**src/rtl/fetch_run_controller.sv**
```systemverilog
// Debug-side run/step/stop sequencer that drives the fetch stage's PC-freeze input.
// Define FETCH_CYCLE_COUNT_EN to build the running-cycle counter behind out_cycle_count.
module fetch_run_controller #(
  parameter int unsigned CNT_W        = 16,
  parameter logic [31:0] HALT_INSTR   = 32'hFFFF_FFFF,
  parameter int unsigned DRAIN_CYCLES = 4
) (
  input  logic             clk,
  input  logic             rst,
  input  logic             cmd_valid,
  output logic             cmd_ready,
  input  logic [1:0]       cmd_op,
  input  logic [CNT_W-1:0] cmd_count,
  input  logic [31:0]      in_instruction,
  input  logic [31:0]      in_pc,
  output logic             out_stop_pc,
  output logic             out_busy,
  output logic             out_halted,
  output logic             out_done,
  output logic             out_cmd_err,
  output logic [31:0]      out_halt_pc,
  output logic [31:0]      out_cycle_count
);

  localparam logic [1:0] OP_CLEAR = 2'b00;
  localparam logic [1:0] OP_RUN   = 2'b01;
  localparam logic [1:0] OP_STEP  = 2'b10;
  localparam logic [1:0] OP_STOP  = 2'b11;
  localparam int unsigned DRAIN_W = $clog2(DRAIN_CYCLES + 2);

  typedef enum logic [2:0] {
    S_IDLE,
    S_RUN,
    S_STEP,
    S_DRAIN,
    S_HALTED
  } state_t;

  state_t             state_q, state_d;
  logic [CNT_W-1:0]   step_cnt_q, step_cnt_d;
  logic [DRAIN_W-1:0] drain_cnt_q, drain_cnt_d;
  logic               stop_pc_q, stop_pc_d;
  logic               busy_q, busy_d;
  logic               halted_q, halted_d;
  logic               done_q, done_d;
  logic               cmd_err_q, cmd_err_d;
  logic [31:0]        halt_pc_q, halt_pc_d;
  logic               cmd_fire;
  logic               halt_seen;
  logic               halt_go;
  logic               clear_cnt;

  assign cmd_ready = (state_q == S_IDLE) || (state_q == S_RUN) || (state_q == S_HALTED);
  assign cmd_fire  = cmd_valid && cmd_ready;
  // Only trust the instruction while the PC is actually advancing.
  assign halt_seen = !stop_pc_q && (in_instruction == HALT_INSTR);

  always_comb begin
    state_d     = state_q;
    step_cnt_d  = step_cnt_q;
    drain_cnt_d = drain_cnt_q;
    halted_d    = halted_q;
    halt_pc_d   = halt_pc_q;
    done_d      = 1'b0;
    cmd_err_d   = 1'b0;
    halt_go     = 1'b0;
    clear_cnt   = 1'b0;

    case (state_q)
      S_IDLE: begin
        if (cmd_fire) begin
          case (cmd_op)
            OP_RUN:   state_d = S_RUN;
            OP_STEP: begin
              state_d    = S_STEP;
              step_cnt_d = (cmd_count == '0) ? CNT_W'(1) : cmd_count;
            end
            OP_CLEAR: clear_cnt = 1'b1;
            default:  ;
          endcase
        end
      end
      S_RUN: begin
        if (halt_seen) begin
          halt_go = 1'b1;
        end else if (cmd_fire) begin
          case (cmd_op)
            OP_STOP: state_d = S_IDLE;
            OP_CLEAR: begin
              cmd_err_d = 1'b1;
              clear_cnt = 1'b1;
            end
            default: cmd_err_d = 1'b1;
          endcase
        end
      end
      S_STEP: begin
        if (halt_seen) begin
          halt_go = 1'b1;
        end else if (step_cnt_q <= CNT_W'(1)) begin
          state_d    = S_IDLE;
          step_cnt_d = '0;
          done_d     = 1'b1;
        end else begin
          step_cnt_d = step_cnt_q - CNT_W'(1);
        end
      end
      S_DRAIN: begin
        if (drain_cnt_q <= DRAIN_W'(1)) begin
          state_d     = S_HALTED;
          drain_cnt_d = '0;
          halted_d    = 1'b1;
          done_d      = 1'b1;
        end else begin
          drain_cnt_d = drain_cnt_q - DRAIN_W'(1);
        end
      end
      S_HALTED: begin
        if (cmd_fire) begin
          case (cmd_op)
            OP_CLEAR: begin
              state_d   = S_IDLE;
              halted_d  = 1'b0;
              halt_pc_d = '0;
              clear_cnt = 1'b1;
            end
            OP_RUN, OP_STEP: cmd_err_d = 1'b1;
            default: ;
          endcase
        end
      end
      default: state_d = S_IDLE;
    endcase

    // Halt wins over any command or step expiry seen in the same cycle.
    if (halt_go) begin
      halt_pc_d  = in_pc;
      step_cnt_d = '0;
      if (DRAIN_CYCLES == 0) begin
        state_d  = S_HALTED;
        halted_d = 1'b1;
        done_d   = 1'b1;
      end else begin
        state_d     = S_DRAIN;
        drain_cnt_d = DRAIN_W'(DRAIN_CYCLES);
      end
    end

    stop_pc_d = !((state_d == S_RUN) || (state_d == S_STEP));
    busy_d    = (state_d == S_RUN) || (state_d == S_STEP) || (state_d == S_DRAIN);
  end

  always_ff @(posedge clk or negedge rst) begin
    if (!rst) begin
      state_q     <= S_IDLE;
      step_cnt_q  <= '0;
      drain_cnt_q <= '0;
      stop_pc_q   <= 1'b1;
      busy_q      <= 1'b0;
      halted_q    <= 1'b0;
      done_q      <= 1'b0;
      cmd_err_q   <= 1'b0;
      halt_pc_q   <= '0;
    end else begin
      state_q     <= state_d;
      step_cnt_q  <= step_cnt_d;
      drain_cnt_q <= drain_cnt_d;
      stop_pc_q   <= stop_pc_d;
      busy_q      <= busy_d;
      halted_q    <= halted_d;
      done_q      <= done_d;
      cmd_err_q   <= cmd_err_d;
      halt_pc_q   <= halt_pc_d;
    end
  end

  assign out_stop_pc = stop_pc_q;
  assign out_busy    = busy_q;
  assign out_halted  = halted_q;
  assign out_done    = done_q;
  assign out_cmd_err = cmd_err_q;
  assign out_halt_pc = halt_pc_q;

`ifdef FETCH_CYCLE_COUNT_EN
  logic [31:0] cycle_cnt_q, cycle_cnt_d;

  always_comb begin
    cycle_cnt_d = cycle_cnt_q;
    if (clear_cnt) begin
      cycle_cnt_d = '0;
    end else if (!stop_pc_q && (cycle_cnt_q != 32'hFFFF_FFFF)) begin
      cycle_cnt_d = cycle_cnt_q + 32'd1;
    end
  end

  always_ff @(posedge clk or negedge rst) begin
    if (!rst) begin
      cycle_cnt_q <= '0;
    end else begin
      cycle_cnt_q <= cycle_cnt_d;
    end
  end

  assign out_cycle_count = cycle_cnt_q;
`else
  logic cycle_cnt_unused;
  assign cycle_cnt_unused = clear_cnt;
  assign out_cycle_count  = '0;
`endif

endmodule
```
**config.mk**
```make
export PLATFORM = sky130hd
export DESIGN_NAME = fetch_run_controller
export DESIGN_NICKNAME = d
export VERILOG_FILES = /design/src/rtl/fetch_run_controller.sv
export SDC_FILE = /design/constraint.sdc
export NUM_CORES = 1
export LEC_CHECK = 0
export CORE_ASPECT_RATIO = 1.4
export CORE_MARGIN = 3
export CORE_UTILIZATION = 41
export DETAILED_ROUTE_END_ITERATION = 6
export PLACE_DENSITY = 0.86
export SKIP_LAST_GASP = 1
export SYNTH_ARGS = -nofsm -noshare
export SYNTH_HDL_FRONTEND = slang
export SYNTH_SLANG_ARGS = --single-unit
```
**constraint.sdc**
```tcl
create_clock -name clk -period 2.8 [get_ports clk]
set_input_delay 0.28 -clock clk [delete_from_list [all_inputs] [get_ports clk]]
set_output_delay 0.28 -clock clk [all_outputs]
set_load 0.02 [all_outputs]
```
== Word-level counts from Yosys, hierarchy flattened ==
Cells that the tools add are included.
Word-level totals
  bits in registers: 59
  word-level logic and storage cells: 94
Cells by class
  add/subtract/negate cells: 2
  $lt $le $gt $ge: 2
  eq/ne operators: 17
  muxes and demuxes: 42
  reduce and logical (&&, ||, !) cells: 22
Operators by type and width (count)
  2-to-1 mux 32 bit: 4
  2-to-1 mux 16 bit: 6
  2-to-1 mux 3 bit: 13
  equality test 32 bit (second input constant): 1
  case mux 16 bit (2 select lines): 1
  less-or-equal comparator 16 x 1 -> 1 bit (second input constant): 1
  logical NOT 16 bit: 1
  subtractor 16 x 1 -> 16 bit (second input constant): 1
  case mux 3 bit (5 select lines): 1
  2-to-1 mux 1 bit: 13
  equality test 3 x 2 -> 1 bit (second input constant): 4
  nonzero test 2 bit: 5
  AND reduction 4 bit: 2
  equality test 3 x 1 -> 1 bit (second input constant): 2
  != test 3 bit (second input constant): 2
  case mux 1 bit (2 select lines): 3
  case mux 3 bit (2 select lines): 1
  equality test 2 bit (second input constant): 2
  logical OR 1 bit: 4
  != test 2 bit (second input constant): 2
  OR reduction 2 bit: 2
  equality test 3 bit (second input constant): 1
  less-or-equal comparator 3 x 1 -> 1 bit (second input constant): 1
  logical NOT 3 bit: 1
  9 further kinds: 11

== Longest topological paths before layout ==
Gate-level depths: netlist (run 1).
  depth after elaboration: 11
  depth in mapped cells: 8
  gate-level depth less buffers: 8

== Worst setup path before layout (run 1) ==
No wires, ideal clock.
  path kind: register to register
  start point: reg step_cnt_q[10]
  end point: reg step_cnt_q[7]
  library setup time: 0.124 ns
  data arrival time: 1.932 ns
  required time: 2.676 ns
  slack: 0.744 ns
  cell stages (with the launch flop): 9
  path buffers: 2
  cells stage by stage: dfrtp_1 > or4_1 > buf_2 > nor4_4 > nand4_2 > nand3_2 > buf_6 > o2bb2ai_2 > a211o_1
On the way
  cells in the longest elaborated chain, start to end: 5
RTL lines
  start: declaration: line 40  | logic [CNT_W-1:0] step_cnt_q, step_cnt_d;
  start signal: assignment: line 166  | step_cnt_q <= step_cnt_d;
  less-or-equal comparator 16 x 1 -> 1 bit: line 100  | end else if (step_cnt_q <= CNT_W'(1)) begin
  2-to-1 mux 16 bit: line 100
  2-to-1 mux 16 bit: line 98  | if (halt_seen) begin
  case mux 16 bit (2 select lines): line 69  | case (state_q)
  2-to-1 mux 16 bit: line 136  | if (halt_go) begin
No other way between the ends. The select of a mux whose other input is x is not followed.
A chain may end at the register's enable or synchronous reset.

== Final worst setup path (run 1) ==
  start point: reg step_cnt_q[10]
  end point: reg step_cnt_q[9]
The elaborated chain is that of the path after synthesis.

==> flow_summary_export.csv, run 1 <==
group,metric,value,unit
outcome,status,"complete, no violations",
grt,antenna_found_initial,0,
clocking,clk_pin_slew,0.07,ns
synthesis,postSynthCellCount,326,
worst_setup_path,crit_path_end_kind,"flip-flop",
timing,finalClockSkew,0.00552,ns
detailed_routing,dr.pass1.iters,4,
final_layout,diodes,0,
synthesis,syn_area_per_cell,9.92,µm²
synthesis,synthArstFlopShare,100,%
final_layout,mostFrequentLayoutCell,"clkdlybuf4s50_1",
worst_setup_path,crit_path_max_fanout,17,
timing,fmax,425,MHz
timing,worst_slew_pin_slew,1.22,ns
worst_setup_path,reg2reg_depth,6,
timing,setup_viol,0,
clocking,cts_setup_buffers,0,
worst_setup_path,critPathMaxStageDelay,0.65,ns
detailed_routing,vias_per_cell,5.36,
worst_setup_path,crit_path_start,"step_cnt_q[10]$_DFFE_PN0P_",
synthesis,synthFlopType,"dfrtp_1",
synthesis,synth_seq_cells,59,
final_layout,regArea,1480,µm²
worst_setup_path,worst_ep_required_time,3.03,ns
detailed_routing,via_count,2952,
clocking,cts.htree.levels,3,
die,die_area,9000,µm²
clocking,ctsResizeCount,0,
detailed_routing,wire_per_inst,15.6,µm
worst_setup_path,worstSetupPathType,"flip-flop to flip-flop",
worst_setup_path,cp_cell_sequence,"or4_1 > nor4_4 > nand4_2 > nand3_2 > o21ai_0 > a22o_1",
timing,rsz0062_at_grt,"false",
timing,fin_setup_tns,0,ns
worst_setup_path,cpMaxStageDelayCell,"or4_1",
synthesis,yosysWarnings,0,
worst_setup_path,r2r-start,"step_cnt_q[10]$_DFFE_PN0P_",
synthesis,netlist_area,3230,µm²
grt,globalRoute.totalOverflow,0,
synthesis,ys_types,52,
timing,max-slew-margin-rel,18.1,%
clocking,numClockSinks,59,
worst_setup_path,critical_path_buf_inv_count,0,
clocking,clk_root_buffer_cell,"clkbuf_8",
detailed_routing,totalWireLength,8.61,mm
detailed_routing,drtIter0Drc,131,
detailed_routing,drc_errors,0,
die,core-area,7500,µm²
die,start_util,43.1,%
grt,grt_pass1_wl,14.1,mm
final_layout,area_delta_synth_final,43.9,%
final_layout,multi_input_area,1520,µm²
clocking,cts_made_buffers,9,
detailed_routing,detail-route-antenna-nets,0,
die,die_x,81.1,µm
final_layout,num-fill-cells,593,
clocking,clk_latency,0.34,ns
worst_setup_path,critPathArrivalTime,2.59,ns
final_layout,layout.nets,542,
grt,grt_max_degree,40,
timing,min_period,2.35,ns
final_layout,final_cell_mix,"clkdlybuf4s50_1, dfrtp_1, a22o_1",
timing,hold_violations,0,
worst_setup_path,startpoint_type,"flip-flop",
pwr,power_density,722,nW/µm²
placed_design,io_buffers,122,
final_layout,fin_cells,551,
hold_path,hold_path.class,"primary input to asynchronous set/reset pin",
die,rows,37,
clocking,clk_path_buf_depth,2,
final_layout,drive_gt1_share,9.03,%
flow_run,maxCapViolCount,0,
worst_setup_path,cp_top_family,"simple AND/OR/NAND/NOR gates",
synthesis,ys_seq_area_share,45.7,%
grt,grt_usage,19.8,%
placed_design,gp_congestion,0.837,
grt,grt_pass1_vias,2996,
timing,period_share,84.1,%
placed_design,dp_cells,534,
timing,maxSlewViolCount,0,
synthesis,synth_edf_count,0,
worst_setup_path,r2r_slack,0.45,ns
die,die_h,111,µm
clocking,cts_tree,"built",
worst_setup_path,crit_cells,6,
pwr,vdd_drop_max,0.412,mV
pwr,p_leak,2.02,nW
placed_design,dp_hpwl,6.55,mm
die,pin_count,155,
[power breakdown]
group          total (mW)  internal (mW)  switching (mW)
Combinational        1.35          0.616           0.736
Clock               0.784          0.433           0.351
Sequential           1.22           1.04           0.189
Total                3.36           2.08            1.28
[cells in the mapped netlist (3+ instances only)]
cell type | number | area [µm²]
nand2_1 | 22 | 82.6
buf_2 | 8 | 40.0
nor2_1 | 19 | 71.3
a22o_1 | 38 | 333
or3_1 | 4 | 25.0
nor3b_1 | 3 | 22.5
buf_4 | 32 | 240
or2_2 | 4 | 25.0
o21ai_0 | 17 | 85.1
nor4_1 | 5 | 31.3
ha_1 | 8 | 100
a21oi_1 | 10 | 50.1
inv_1 | 10 | 37.5
clkbuf_1 | 9 | 33.8
o2bb2ai_1 | 4 | 35.0
nor3_1 | 11 | 55.1
nand4_1 | 9 | 56.3
o21ai_1 | 3 | 15.0
nand3_1 | 6 | 30.0
dfrtp_1 | 58 | 1450
nor2b_1 | 3 | 18.8
a32oi_1 | 4 | 35.0
[metal layers]
metal  track usage, %  wire length [µm]  share of wire, %  vias to the layer above
met2             31.9              4240                49                      151
met4             6.09               151               1.8                        0
met3             7.07               850               9.9                       14
met5                0                 0                 0                        -
met1             24.5              3370                39                     1402
li1                 -                 -                 -                     1385
[worst register-to-register path, delay by kind of cell, from the launching register on]
| kind | cells | cell delay (ns) |
|---|---|---|
| AOI/OAI and AO/OA | 2 | 0.42 |
| DFF | 1 | 0.42 |
| and+or+nand+nor | 4 | 1.41 |
[cells by family after synthesis]
logic type               count (synthesis)  share of synthesized area [%]
AO/OA/AOI/OAI                           98                           22.8
AND/OR/NAND/NOR                         99                           16.8
flip-flops                              59                           45.7
buffers and inverters                   60                           11.2
XOR/XNOR                                 1                          0.271
other                                    1                          0.116
adder cells (fa/ha/maj)                  8                           3.10
[registers in the layout (all words and copies together) (netlist names)]
register,flops
drain_cnt_q,3
out_cmd_err,1
step_cnt_q,16
out_halt_pc,32
out_busy,1
out_done,1
out_halted,1
out_stop_pc,1
state_q,3
[cell type report]
class,count,share of cell area (%)
multi-input combinational,238,32.6
clock buffer,10,2.96
sequential,59,31.8
clock inverter,6,1.40
tap,97,2.61
timing repair buffer,131,27.9
inverter,10,0.807
[worst paths after layout]
kind,to
max,step_cnt_q[9]$_DFFE_PN0P_
min,out_halt_pc[13]$_DFFE_PN0P_
min reg2reg,out_halt_pc[0]$_DFFE_PN0P_
max reg2reg,step_cnt_q[9]$_DFFE_PN0P_
min in group clk,out_halt_pc[0]$_DFFE_PN0P_
max in group asynchronous,step_cnt_q[4]$_DFFE_PN0P_
[per-stage QoR]
stage | instance area [µm²] | hold slack [ns] | util (%) | total power [mW] | setup WS [ns]
floorplan | 3350 | -0.0156 | - | 2.15 | 0.744
global placement | 4440 | 0.304 | 59.2 | 2.53 | 0.376
detailed placement | 4440 | 0.312 | 59.2 | 2.58 | 0.281
CTS | 4650 | 0.470 | 62.0 | 3.37 | 0.447
global route | 4650 | 0.516 | 62.0 | 3.60 | 0.297
finish | 4650 | 0.479 | 62.0 | 3.36 | 0.446
[what timing repair did]
action | 4_1_cts | 5_1_grt
endpoints found under the setup margin | 0 | 0
hold buffers | 1 | 0
hold endpoints to repair | 25 | 0
No activity file was read; power rests on OpenSTA's default activity.
==> inputs of run 2 (changes only) <==
==> constraint.sdc (replaced) <==
create_clock -name clk -period 2.2 [get_ports clk]
set_input_delay 0.22 -clock clk [delete_from_list [all_inputs] [get_ports clk]]
set_output_delay 0.22 -clock clk [all_outputs]
set_load 0.02 [all_outputs]
==> run 2 against run 1 <==
  * Flip-flop and latch count unchanged
  * Critical path type unchanged
  * Sequential power is 25% higher
  * Routed wire length rose by 7.4%
  * Critical endpoint is now step_cnt_q[11]$_DFFE_PN0P_
  * Combinational power rose by 53%
  * Highest routed layer unchanged
==> flow_summary_export.csv, run 2 (synthesis gave the netlist of run 1 again) <==
group,metric,value,unit
outcome,status,"complete, no violations",
die,die_area,9000,µm²
die,core-area,7500,µm²
die,start_util,43.1,%
placed_design,placed_area,4600,µm²
detailed_routing,totalWireLength,9.25,mm
timing,maxSlewViolCount,0,
detailed_routing,vias_per_cell,5.32,
pwr,power,4.56,mW
clocking,clk_pin_slew,0.07,ns
detailed_routing,drtIter0Drc,186,
worst_setup_path,r2r-start,"step_cnt_q[12]$_DFFE_PN0P_",
timing,rsz0062_at_grt,"false",
final_layout,diodes,0,
clocking,numClockSinks,59,
timing,fmax,474,MHz
detailed_routing,via_count,3062,
clocking,clk_root_buffer_cell,"clkbuf_8",
grt,grt_pass1_wl,15.1,mm
final_layout,largest_reg_flops,32,
pwr,power.internal,2.86,mW
timing,max-slew-margin-rel,54.7,%
pwr,switching_share,37.4,%
timing,setup_viol,0,
final_layout,mostFrequentLayoutCell,"clkdlybuf4s50_1",
pwr,pwr-share-clk,21.5,%
placed_design,dp_hpwl,6.93,mm
grt,grt_usage,21.4,%
grt,globalRoute.totalOverflow,0,
clocking,clk_path_buf_depth,2,
clocking,clk_latency,0.33,ns
pwr,p_sw,1.70,mW
worst_setup_path,startpoint_type,"flip-flop",
pwr,p_comb_share,45.3,%
final_layout,final_area,4870,µm²
die,die_x,81.1,µm
die,rows,37,
flow_run,maxCapViolCount,0,
clocking,cts.htree.levels,3,
worst_setup_path,critPathArrivalTime,2.34,ns
detailed_routing,dr.pass1.iters,4,
grt,antenna_found_initial,0,
pwr,vdd_drop_max,0.490,mV
timing,hold_slack,0.407,ns
grt,grt_max_degree,34,
worst_setup_path,crit_path_start,"step_cnt_q[12]$_DFFE_PN0P_",
die,pin_count,155,
clocking,cts_made_buffers,9,
timing,worst_slew_pin_slew,0.678,ns
worst_setup_path,worstSetupPathType,"flip-flop to flip-flop",
final_layout,layout.nets,567,
timing,hold_violations,0,
final_layout,final_cell_mix,"clkdlybuf4s50_1, dfrtp_1, a22o_1",
detailed_routing,wire_per_inst,16.1,µm
die,die_h,111,µm
hold_path,hold_path.class,"primary input to asynchronous set/reset pin",
clocking,cts_tree,"built",
pwr,power_density,936,nW/µm²
final_layout,drive_gt1_share,13.8,%
placed_design,io_buffers,122,
worst_setup_path,crit_path_max_fanout,8,
pwr,p_seq_share,33.2,%
detailed_routing,drc_errors,0,
final_layout,area_delta_synth_final,50.7,%
timing,min_period,2.11,ns
timing,finalClockSkew,0.00772,ns
detailed_routing,detail-route-antenna-nets,0,
grt,grt_pass1_vias,3238,
timing,period_share,95.9,%
worst_setup_path,crit_path_end_kind,"flip-flop",
pwr,p_leak,2.16,nW
worst_setup_path,worst_ep_required_time,2.43,ns
placed_design,gp_congestion,0.891,
## run 2: cell count changes in the layout (fill, tap and decap cells not counted), sizes merged
cell	delta
buf	+24
clkbuf	+2
clkinvlp	-2
nand3	+1
## run 2: power groups by stage
stage / logic, mW / clock network (mW) / registers [mW]
2_1_floorplan: 1.21 / 0 / 1.53
3_3_place_gp: 1.90 / 0 / 1.52
3_5_place_dp: 1.96 / 0 / 1.53
4_1_cts: 2.04 / 1.01 / 1.51
5_1_grt: 2.28 / 1.06 / 1.54
6_report: 2.07 / 0.978 / 1.52
## run 2: final timing paths
kind,endpoint,slack [ns],depth (start not counted)
setup / recovery,step_cnt_q[11]$_DFFE_PN0P_,0.09,6
hold / removal,out_halt_pc[9]$_DFFE_PN0P_,0.41,2
max in group asynchronous,out_halt_pc[20]$_DFFE_PN0P_,1.13,3
hold reg to reg,out_halted$_DFFE_PN0P_,0.50,2
min in group clk,out_halt_pc[26]$_DFFE_PN0P_,0.49,2
setup reg to reg,step_cnt_q[11]$_DFFE_PN0P_,0.09,6
## run 2: repair_timing
item,4_1_cts,5_1_grt
gates cloned,0,1
buffers inserted,3,0
pin swaps,5,2
resized for setup,4,2
hold endpoints to repair,23,0
hold buffers,1,0
endpoints found under the setup margin,20,26
## run 2: stage by stage
stage | instances | setup TNS (ns) | setup WS [ns] | utilization (%)
after floorplan | 357 | 0 | 0.144 | -
after global placement | 555 | -4.60 | -0.117 | 61.3
after detailed placement | 555 | -8.97 | -0.230 | 61.3
after CTS | 575 | -0.0196 | -0.0196 | 64.7
after global routing | 576 | 0 | 0.00647 | 64.9
final | 576 | 0 | 0.0904 | 64.9
## run 2: critical path, cell delays in order, from the launching register on
cell and delay [ns]:
dfrtp_1 0.38, or4_4 0.57, nor4_4 0.25, nand4_2 0.22
nand3_2 0.24, o31ai_1 0.11, a22o_1 0.23
## run 2: per-layer routing
layer  vias up  GRT usage [%]  wire, µm
li1       1435              -         -
met1      1444           25.5      3550
met2       168           35.2      4700
met3        15           7.56       863
met4         0           7.44       135
met5         -              0         0
## run 2: area by class of cell
type,instances,area [µm²]
Sequential cell,59,1480
Timing Repair Buffer,155,1480
Tap cell,97,121
Multi-Input combinational cell,239,1560
Inverter,10,37.5
Fill cell,594,2630
Clock buffer,12,145
Clock inverter,4,50.0
